`src/rtl/exec_unit_seq.sv`:
```
// Execute-stage unit: sign-extended immediate operand, registered single-cycle ALU ops,
// and a multi-cycle shift-add multiplier behind a start/busy/done handshake.
module exec_unit_seq #(
  parameter int WIDTH     = 32,
  parameter int IMM_WIDTH = 16
) (
  input  logic                 clk,
  input  logic                 reset,
  input  logic                 start,
  input  logic [2:0]           alu_control,
  input  logic [WIDTH-1:0]     a,
  input  logic [WIDTH-1:0]     b,
  input  logic [IMM_WIDTH-1:0] imm,
  input  logic                 use_imm,
  output logic [WIDTH-1:0]     result,
  output logic                 zero,
  output logic                 overflow,
  output logic                 busy,
  output logic                 done
);

  // Handshake: start is taken on a rising edge only while the FSM is IDLE; operands and
  // alu_control are captured on that edge. busy is high while a multiply is in flight
  // (start is ignored then, not queued). done is a one-cycle pulse after each completion.

  localparam int CW = (WIDTH > 1) ? $clog2(WIDTH) : 1;
  localparam logic [CW-1:0] LAST_COUNT = CW'(WIDTH - 1);

  typedef enum logic {
    S_IDLE = 1'b0,
    S_MUL  = 1'b1
  } state_t;

  state_t state_q, state_d;

  logic [WIDTH-1:0] imm_ext;
  logic [WIDTH-1:0] op_b;
  logic [WIDTH-1:0] sum;
  logic [WIDTH-1:0] diff;
  logic             slt;
  logic [WIDTH-1:0] alu_res;
  logic             alu_ovf;
  logic             accept;
  logic             is_mul;
  logic             last_step;
  logic [WIDTH-1:0] acc_next;

  logic [WIDTH-1:0] mcand_q;
  logic [WIDTH-1:0] mplier_q;
  logic [WIDTH-1:0] acc_q;
  logic [CW-1:0]    count_q;
  logic [WIDTH-1:0] result_q;
  logic             overflow_q;
  logic             done_q;

  generate
    if (IMM_WIDTH == WIDTH) begin : g_no_ext
      assign imm_ext = imm;
    end else begin : g_ext
      assign imm_ext = {{(WIDTH-IMM_WIDTH){imm[IMM_WIDTH-1]}}, imm};
    end
  endgenerate

  assign op_b = use_imm ? imm_ext : b;
  assign sum  = a + op_b;
  assign diff = a - op_b;
  // True signed compare; the sign of the difference is wrong whenever the subtraction overflows.
  assign slt  = $signed(a) < $signed(op_b);

  always_comb begin
    alu_res = '0;
    alu_ovf = 1'b0;
    case (alu_control)
      3'b000: alu_res = a & op_b;
      3'b001: alu_res = a | op_b;
      3'b010: begin
        alu_res = sum;
        alu_ovf = (a[WIDTH-1] == op_b[WIDTH-1]) && (sum[WIDTH-1] != a[WIDTH-1]);
      end
      3'b110: begin
        alu_res = diff;
        alu_ovf = (a[WIDTH-1] != op_b[WIDTH-1]) && (diff[WIDTH-1] != a[WIDTH-1]);
      end
      3'b111:  alu_res = WIDTH'(slt);
      default: alu_res = '0;
    endcase
  end

  assign accept    = start && (state_q == S_IDLE);
  assign is_mul    = (alu_control == 3'b011);
  assign last_step = (count_q == '0);
  assign acc_next  = mplier_q[0] ? (acc_q + mcand_q) : acc_q;

  // FSM state register
  always_ff @(posedge clk) begin
    if (reset) state_q <= S_IDLE;
    else       state_q <= state_d;
  end

  // FSM next-state logic
  always_comb begin
    state_d = state_q;
    case (state_q)
      S_IDLE:  if (accept && is_mul) state_d = S_MUL;
      S_MUL:   if (last_step) state_d = S_IDLE;
      default: state_d = S_IDLE;
    endcase
  end

  // FSM outputs
  always_comb begin
    busy = (state_q == S_MUL);
    zero = (result_q == '0);
  end

  // One multiplier bit per cycle; the final step's sum is written straight to result.
  always_ff @(posedge clk) begin
    if (reset) begin
      result_q   <= '0;
      overflow_q <= 1'b0;
      done_q     <= 1'b0;
      mcand_q    <= '0;
      mplier_q   <= '0;
      acc_q      <= '0;
      count_q    <= '0;
    end else begin
      done_q <= 1'b0;
      if (accept) begin
        if (is_mul) begin
          mcand_q  <= a;
          mplier_q <= op_b;
          acc_q    <= '0;
          count_q  <= LAST_COUNT;
        end else begin
          result_q   <= alu_res;
          overflow_q <= alu_ovf;
          done_q     <= 1'b1;
        end
      end else if (state_q == S_MUL) begin
        acc_q    <= acc_next;
        mcand_q  <= mcand_q << 1;
        mplier_q <= mplier_q >> 1;
        if (last_step) begin
          result_q   <= acc_next;
          overflow_q <= 1'b0;
          done_q     <= 1'b1;
        end else begin
          count_q <= count_q - CW'(1);
        end
      end
    end
  end

  assign result   = result_q;
  assign overflow = overflow_q;
  assign done     = done_q;

endmodule

```
`config.mk`:
```
export PLATFORM = sky130hd
export DESIGN_NAME = exec_unit_seq
export DESIGN_NICKNAME = d
export VERILOG_FILES = /design/src/rtl/exec_unit_seq.sv
export SDC_FILE = /design/constraint.sdc
export NUM_CORES = 1
export LEC_CHECK = 0
export ABC_AREA = 0
export CELL_PAD_IN_SITES_DETAIL_PLACEMENT = 1
export CELL_PAD_IN_SITES_GLOBAL_PLACEMENT = 1
export CORE_MARGIN = 4
export CORE_UTILIZATION = 35
export CTS_CLUSTER_DIAMETER = 50
export DETAILED_ROUTE_END_ITERATION = 16
export PLACE_DENSITY_LB_ADDON = 0.1
export SLEW_MARGIN = 20
export SYNTH_ARGS = -nofsm -noshare
export SYNTH_HDL_FRONTEND = slang
export SYNTH_SLANG_ARGS = --single-unit
```
`constraint.sdc`:
```
create_clock -name clk -period 7.02 [get_ports clk]
set_clock_uncertainty 0.2 [all_clocks]
set_input_delay 1.053 -clock clk [delete_from_list [all_inputs] [get_ports clk]]
set_output_delay 1.053 -clock clk [all_outputs]
set_load 0.03 [all_outputs]
```
Word-level counts from Yosys, hierarchy flattened
Index checks and enable logic that the tools add are counted.
- divide/modulo/power cells: 0
- multipliers: 0
- shift-type cells: 0
- equal/unequal tests: 12
- order comparisons: 1
- bitwise operators: 3
- muxes and demuxes: 32
- reduce and logical (&&, ||, !) cells: 12
- add/subtract/negate cells: 4
- operators by type and width (cell ; number):
    32-bit 2-to-1 mux ; 15
    32-bit one-hot mux with 5 select lines ; 1
    32-bit adder ; 2
    32-bit bitwise AND ; 1
    32-bit logical NOT ; 1
    32-bit less-than comparator ; 1
    32-bit OR ; 1
    32-bit subtractor ; 1
    5-bit 2-to-1 mux ; 4
    1-bit 2-to-1 mux ; 10
    3-bit by 2-bit == test with 1-bit output (second input constant) ; 2
    3-bit == test (second input constant) ; 2
    3-bit AND reduction ; 2
    5-bit logical NOT ; 1
    5-bit by 1-bit subtractor with 5-bit output (second input constant) ; 1
    1-bit logical AND ; 4
    2-bit inequality test (second input constant) ; 2
    1-bit one-hot mux with 2 select lines ; 2
    2-bit nonzero test ; 2
    3-bit by 1-bit == test with 1-bit output (second input constant) ; 1
    3-bit logical NOT ; 1
    1-bit inequality test ; 3
    2-bit by 1-bit inequality test with 1-bit output (second input constant) ; 1
    2-bit AND reduction ; 1
    2 further kinds ; 2
- memories kept: 0
- register bits after elaboration: 136
- RAM bits: 0
- word-level logic and storage cells: 72
- output and inout port bits: 36
- bits in latches: 0
- memory bits (read-only): 0

Logic depth before layout (Yosys ltp)
- depth after elaboration: 7
- depth in mapped cells: 17
- mapped depth without buffers: 15

Worst setup path after synthesis
No wires, ideal clock.
- path kind: input to register
- start: in use_imm
- end: reg result_q[19], in the netlist result[19]
- setup time: 0.086 ns
- stages on the path: 14
- buffers on the path: 2
- setup slack: 2.257 ns
- arrival time: 4.478 ns
- cell sequence: clkbuf_1 > clkbuf_1 > mux2i_1 > ha_1 > inv_1 > a21oi_1 > o2111ai_1 > a31o_2 > or3_1 > a2111oi_2 > o21ai_0 > mux2i_1 > a211o_1 > a211oi_1
- cells in the longest elaborated chain, start to end: 5
- elaborated cells on any way between the ends: 8
- RTL lines (element ; RTL line ; RTL):
    start, declared ; 14 ; input logic use_imm,
    32-bit 2-to-1 mux (*) ; 64 ; assign op_b = use_imm ? imm_ext : b;
    32-bit subtractor (tied with other cells) ; 66 ; assign diff = a - op_b;
    32-bit one-hot mux with 5 select lines (*) ; 73 ; case (alu_control)
    32-bit 2-to-1 mux (*) ; 129 ; if (is_mul) begin
    32-bit 2-to-1 mux (*) ; 128 ; if (accept) begin
    end signal, assigned ; 135 ; result_q <= alu_res;
    end signal, assigned ; 144 ; result_q <= acc_next;
    end, declared ; 52 ; logic [WIDTH-1:0] result_q;
Every way passes the cells marked *; elsewhere a longest branch is shown, timed or not. The select of a mux whose other input is x is not followed.
A chain may end at the register's enable or synchronous reset.

Final worst setup path
- start: in use_imm
- end: reg result_q[29], in the netlist result[29]
The elaborated chain is that of the path after synthesis.

==> results.sh <==
export IMPL_sequentialPowerShare=0.314
export IMPL_layout_min_cycle_time_ns=5.76
export IMPL_wire_per_inst_um=24.6
export IMPL_power_density_mw_per_mm2=180
export IMPL_r2r_cells=12
export IMPL_hold_violations=0
export IMPL_syn_avg_cell_area_sq_um=7.33
export IMPL_r2r_end="result[28]$_SDFFE_PP0P_"
export IMPL_netlist_area_leader_share=0.213
export IMPL_clkSlewWorstSetupHoldPaths_ns=0.07
export IMPL_cts_tree="built"
export IMPL_dr_pass1_iters=5
export IMPL_antennaDiodeCount=0
export IMPL_die_h_um=199
export IMPL_path_max_fanout=17
export IMPL_yosysSeqAreaShare=0.213
export IMPL_routabilityCongestion=0.939
export IMPL_route_detailed_drc=0
export IMPL_drv_slew=0
export IMPL_cts_buffer_depth=2
export IMPL_core_region_area_sq_mm=0.0358
export IMPL_layout_nets=2023
export IMPL_end_kind="flip-flop"
export IMPL_tightest_slew_ns=1.15
export IMPL_irDropWorstVdd_v=0.000165
export IMPL_cts_setup_buffers=0
export IMPL_cpPeakStageDelay_ns=0.62
export IMPL_rows=69
export IMPL_area_growth_pct=16.1
export IMPL_grtUsageTotal=0.278
export IMPL_final_common_cell="nand2_1"
export IMPL_finalCritPeriodShare=0.821
export IMPL_yosys_cell_types_count=80
export IMPL_ant_nets=0
export IMPL_switching_share=0.388
export IMPL_hp_class="reg -> reg"
export IMPL_criticalPathCategory="in -> reg"
export IMPL_fmax_mhz=173
export IMPL_dp_hpwl_um=42900
export IMPL_placed_cell_area_sq_mm=0.0143
export IMPL_final_cell_mix="nand2_1 (225), a21oi_1 (186), nor2_1 (171)"
export IMPL_internal_power_mw=1.64
export IMPL_cts_root_buf="clkbuf_16"
export IMPL_vias=13449
export IMPL_synth_fp_nets=1973
export IMPL_slowest_stage="nor3_1"
export IMPL_combPwrFrac=0.339
export IMPL_numClockSinks=136
export IMPL_antenna_found_initial=0
export IMPL_yosysWarnings=0
export IMPL_syn_inst=1748
export IMPL_synth_edf_count=0
export IMPL_routed_wl_um=56000
export IMPL_maxSlewHeadroom=0.229
export IMPL_io_buffers=122
export IMPL_insertion_delay_ns=0.45
export IMPL_leakage_nw=5.96
export IMPL_hold_end="mplier_q[9]$_SDFFE_PP0P_"
export IMPL_cts_resized_gates=0
export IMPL_p_sw_mw=1.04
export IMPL_drtIter0Drc=821
export IMPL_yosysTopAreaCell="dfxtp_1"
export IMPL_ys_seq_elements=136
export IMPL_pwr_share_clk=0.347
export IMPL_synth_area_sq_mm=0.0128
export IMPL_status="finished, final reports clean"
export IMPL_maxCapViolations=0
export IMPL_rrSetupSlack_ns=3.09
export IMPL_grt_max_degree=86
export IMPL_initial_core_util=0.357
export IMPL_dieArea_sq_mm=0.0397
export IMPL_die_x_um=199
export IMPL_drive_gt1_frac=0.0497
export IMPL_crit_required_ns=7.13
export IMPL_crit_arrival_ns=5.87
export IMPL_hold_buffers=0
export IMPL_overflow=0
export IMPL_whs_path_depth=2
export IMPL_cts_buffers=17
export IMPL_synthArstFlopShare=0
export IMPL_grt_pass1_wl_um=84300
export IMPL_worst_path_most_repeated_cell="nor3_1"
export IMPL_io_pins=123
export IMPL_setup_viol=0
export IMPL_grt_pass1_vias=13758
export IMPL_tns_ns=0
export IMPL_min_delay_start="mplier_q[9]$_SDFFE_PP0P_"
export IMPL_synth_ff_type="dfxtp_1"
export IMPL_finalInstanceArea_sq_mm=0.0149
export IMPL_post_drt_via_cell_ratio=5.92
export IMPL_rsz0062_at_grt="no"
export IMPL_htree_levels=4
export IMPL_cp_start_kind="primary input"
export IMPL_synth_area_leaders="dfxtp_1 (21%), ha_1 (13%), a21oi_1 (7.3%)"
export IMPL_rr_startpoint="mcand_q[0]$_SDFFE_PP0P_"
export IMPL_path_cells="clkdlybuf4s50_1 > buf_4 > clkinv_1 > a21oi_1 > ha_1 > nor3_1 > nand4_1 > nor3_1 > o211a_1 > o311a_1 > a211oi_1 > and4_2 > nor2_1 > a211oi_2"
power groups by stage:
stage | Combinational, mW | Sequential [mW] | Clock (mW)
floorplan | 0.545 | 0.870 | 0
global placement | 0.888 | 0.858 | 0
detailed placement | 0.893 | 0.859 | 0
global route | 0.984 | 0.846 | 0.972
CTS | 0.898 | 0.841 | 0.953
finish | 0.908 | 0.842 | 0.928
layer usage:
metal / GRT usage / part of all wire / vias to the layer above
li1: - / - / 6351
met1: 0.370 / 0.46 / 6714
met2: 0.464 / 0.47 / 308
met3: 0.0363 / 0.035 / 76
met4: 0.0960 / 0.035 / 0
met5: 0 / 0 / -
worst max path at each step:
stage / from / endpoint
floorplan: use_imm / result[19]$_SDFFE_PP0P_
global placement: use_imm / result[29]$_SDFFE_PP0P_
detailed placement: use_imm / result[29]$_SDFFE_PP0P_
CTS: use_imm / result[29]$_SDFFE_PP0P_
global route: use_imm / result[30]$_SDFFE_PP0P_
finish: use_imm / result[29]$_SDFFE_PP0P_
final cells by class:
| class | instances | area [sq um] |
|---|---|---|
| fill | 4410 | 21000 |
| multi-input combinational | 1377 | 9180 |
| tap | 461 | 577 |
| inverter | 126 | 473 |
| sequential | 136 | 2720 |
| timing repair buffer | 140 | 1350 |
| clock inverter | 12 | 116 |
| clock buffer | 20 | 457 |
synthesized netlist by cell type, types with 19 or more instances:
library cell  instances
nor2_1              172
a22oi_1              24
xnor2_1              52
ha_1                135
a311oi_1             41
dfxtp_1             136
nand3_1              30
o211ai_1             43
inv_1               125
a21oi_1             187
a211oi_1             25
nor3_1               38
nand2_1             225
clkbuf_1             87
o21ai_0              61
mux2i_1              54
a21o_1               19
cells by family (layout without fill, tap and decap cells):
group                      after synthesis  in the layout  synth area share
buffers and inverters                  235            298            0.0738
muxes                                   59             59            0.0466
DFF                                    136            136             0.213
adders and majority gates              138            138             0.137
and+or+nand+nor                        570            570             0.197
AOI/OAI and AO/OA                      542            542             0.287
xor gates and xnor gates                68             68            0.0465
critical path: cells and delay by family:
family                   cells  cell delay, ns
adder cells (fa/ha/maj)      1            0.41
AND/OR/NAND/NOR              5            1.74
AO/OA/AOI/OAI                5            1.20
buffers and inverters        3            1.47
stage by stage:
stage	setup slack, ns	power [mW]	hold slack, ns	util	cells
after CTS	1.36	2.69	0.258	0.415	2272
final	1.26	2.68	0.255	0.415	2272
after global placement	1.00	1.75	0.240	0.399	2240
after detailed placement	0.889	1.75	0.248	0.399	2240
after global routing	0.919	2.80	0.283	0.415	2272
after floorplan	2.26	1.42	0.232	-	1748
state kept, by name (all words and copies together) (netlist names):
name / count
count_q: 5
overflow: 1
mplier_q: 32
busy: 1
done: 1
result: 32
acc_q: 32
mcand_q: 32
Note: power is estimated with default switching activity, not from simulation.
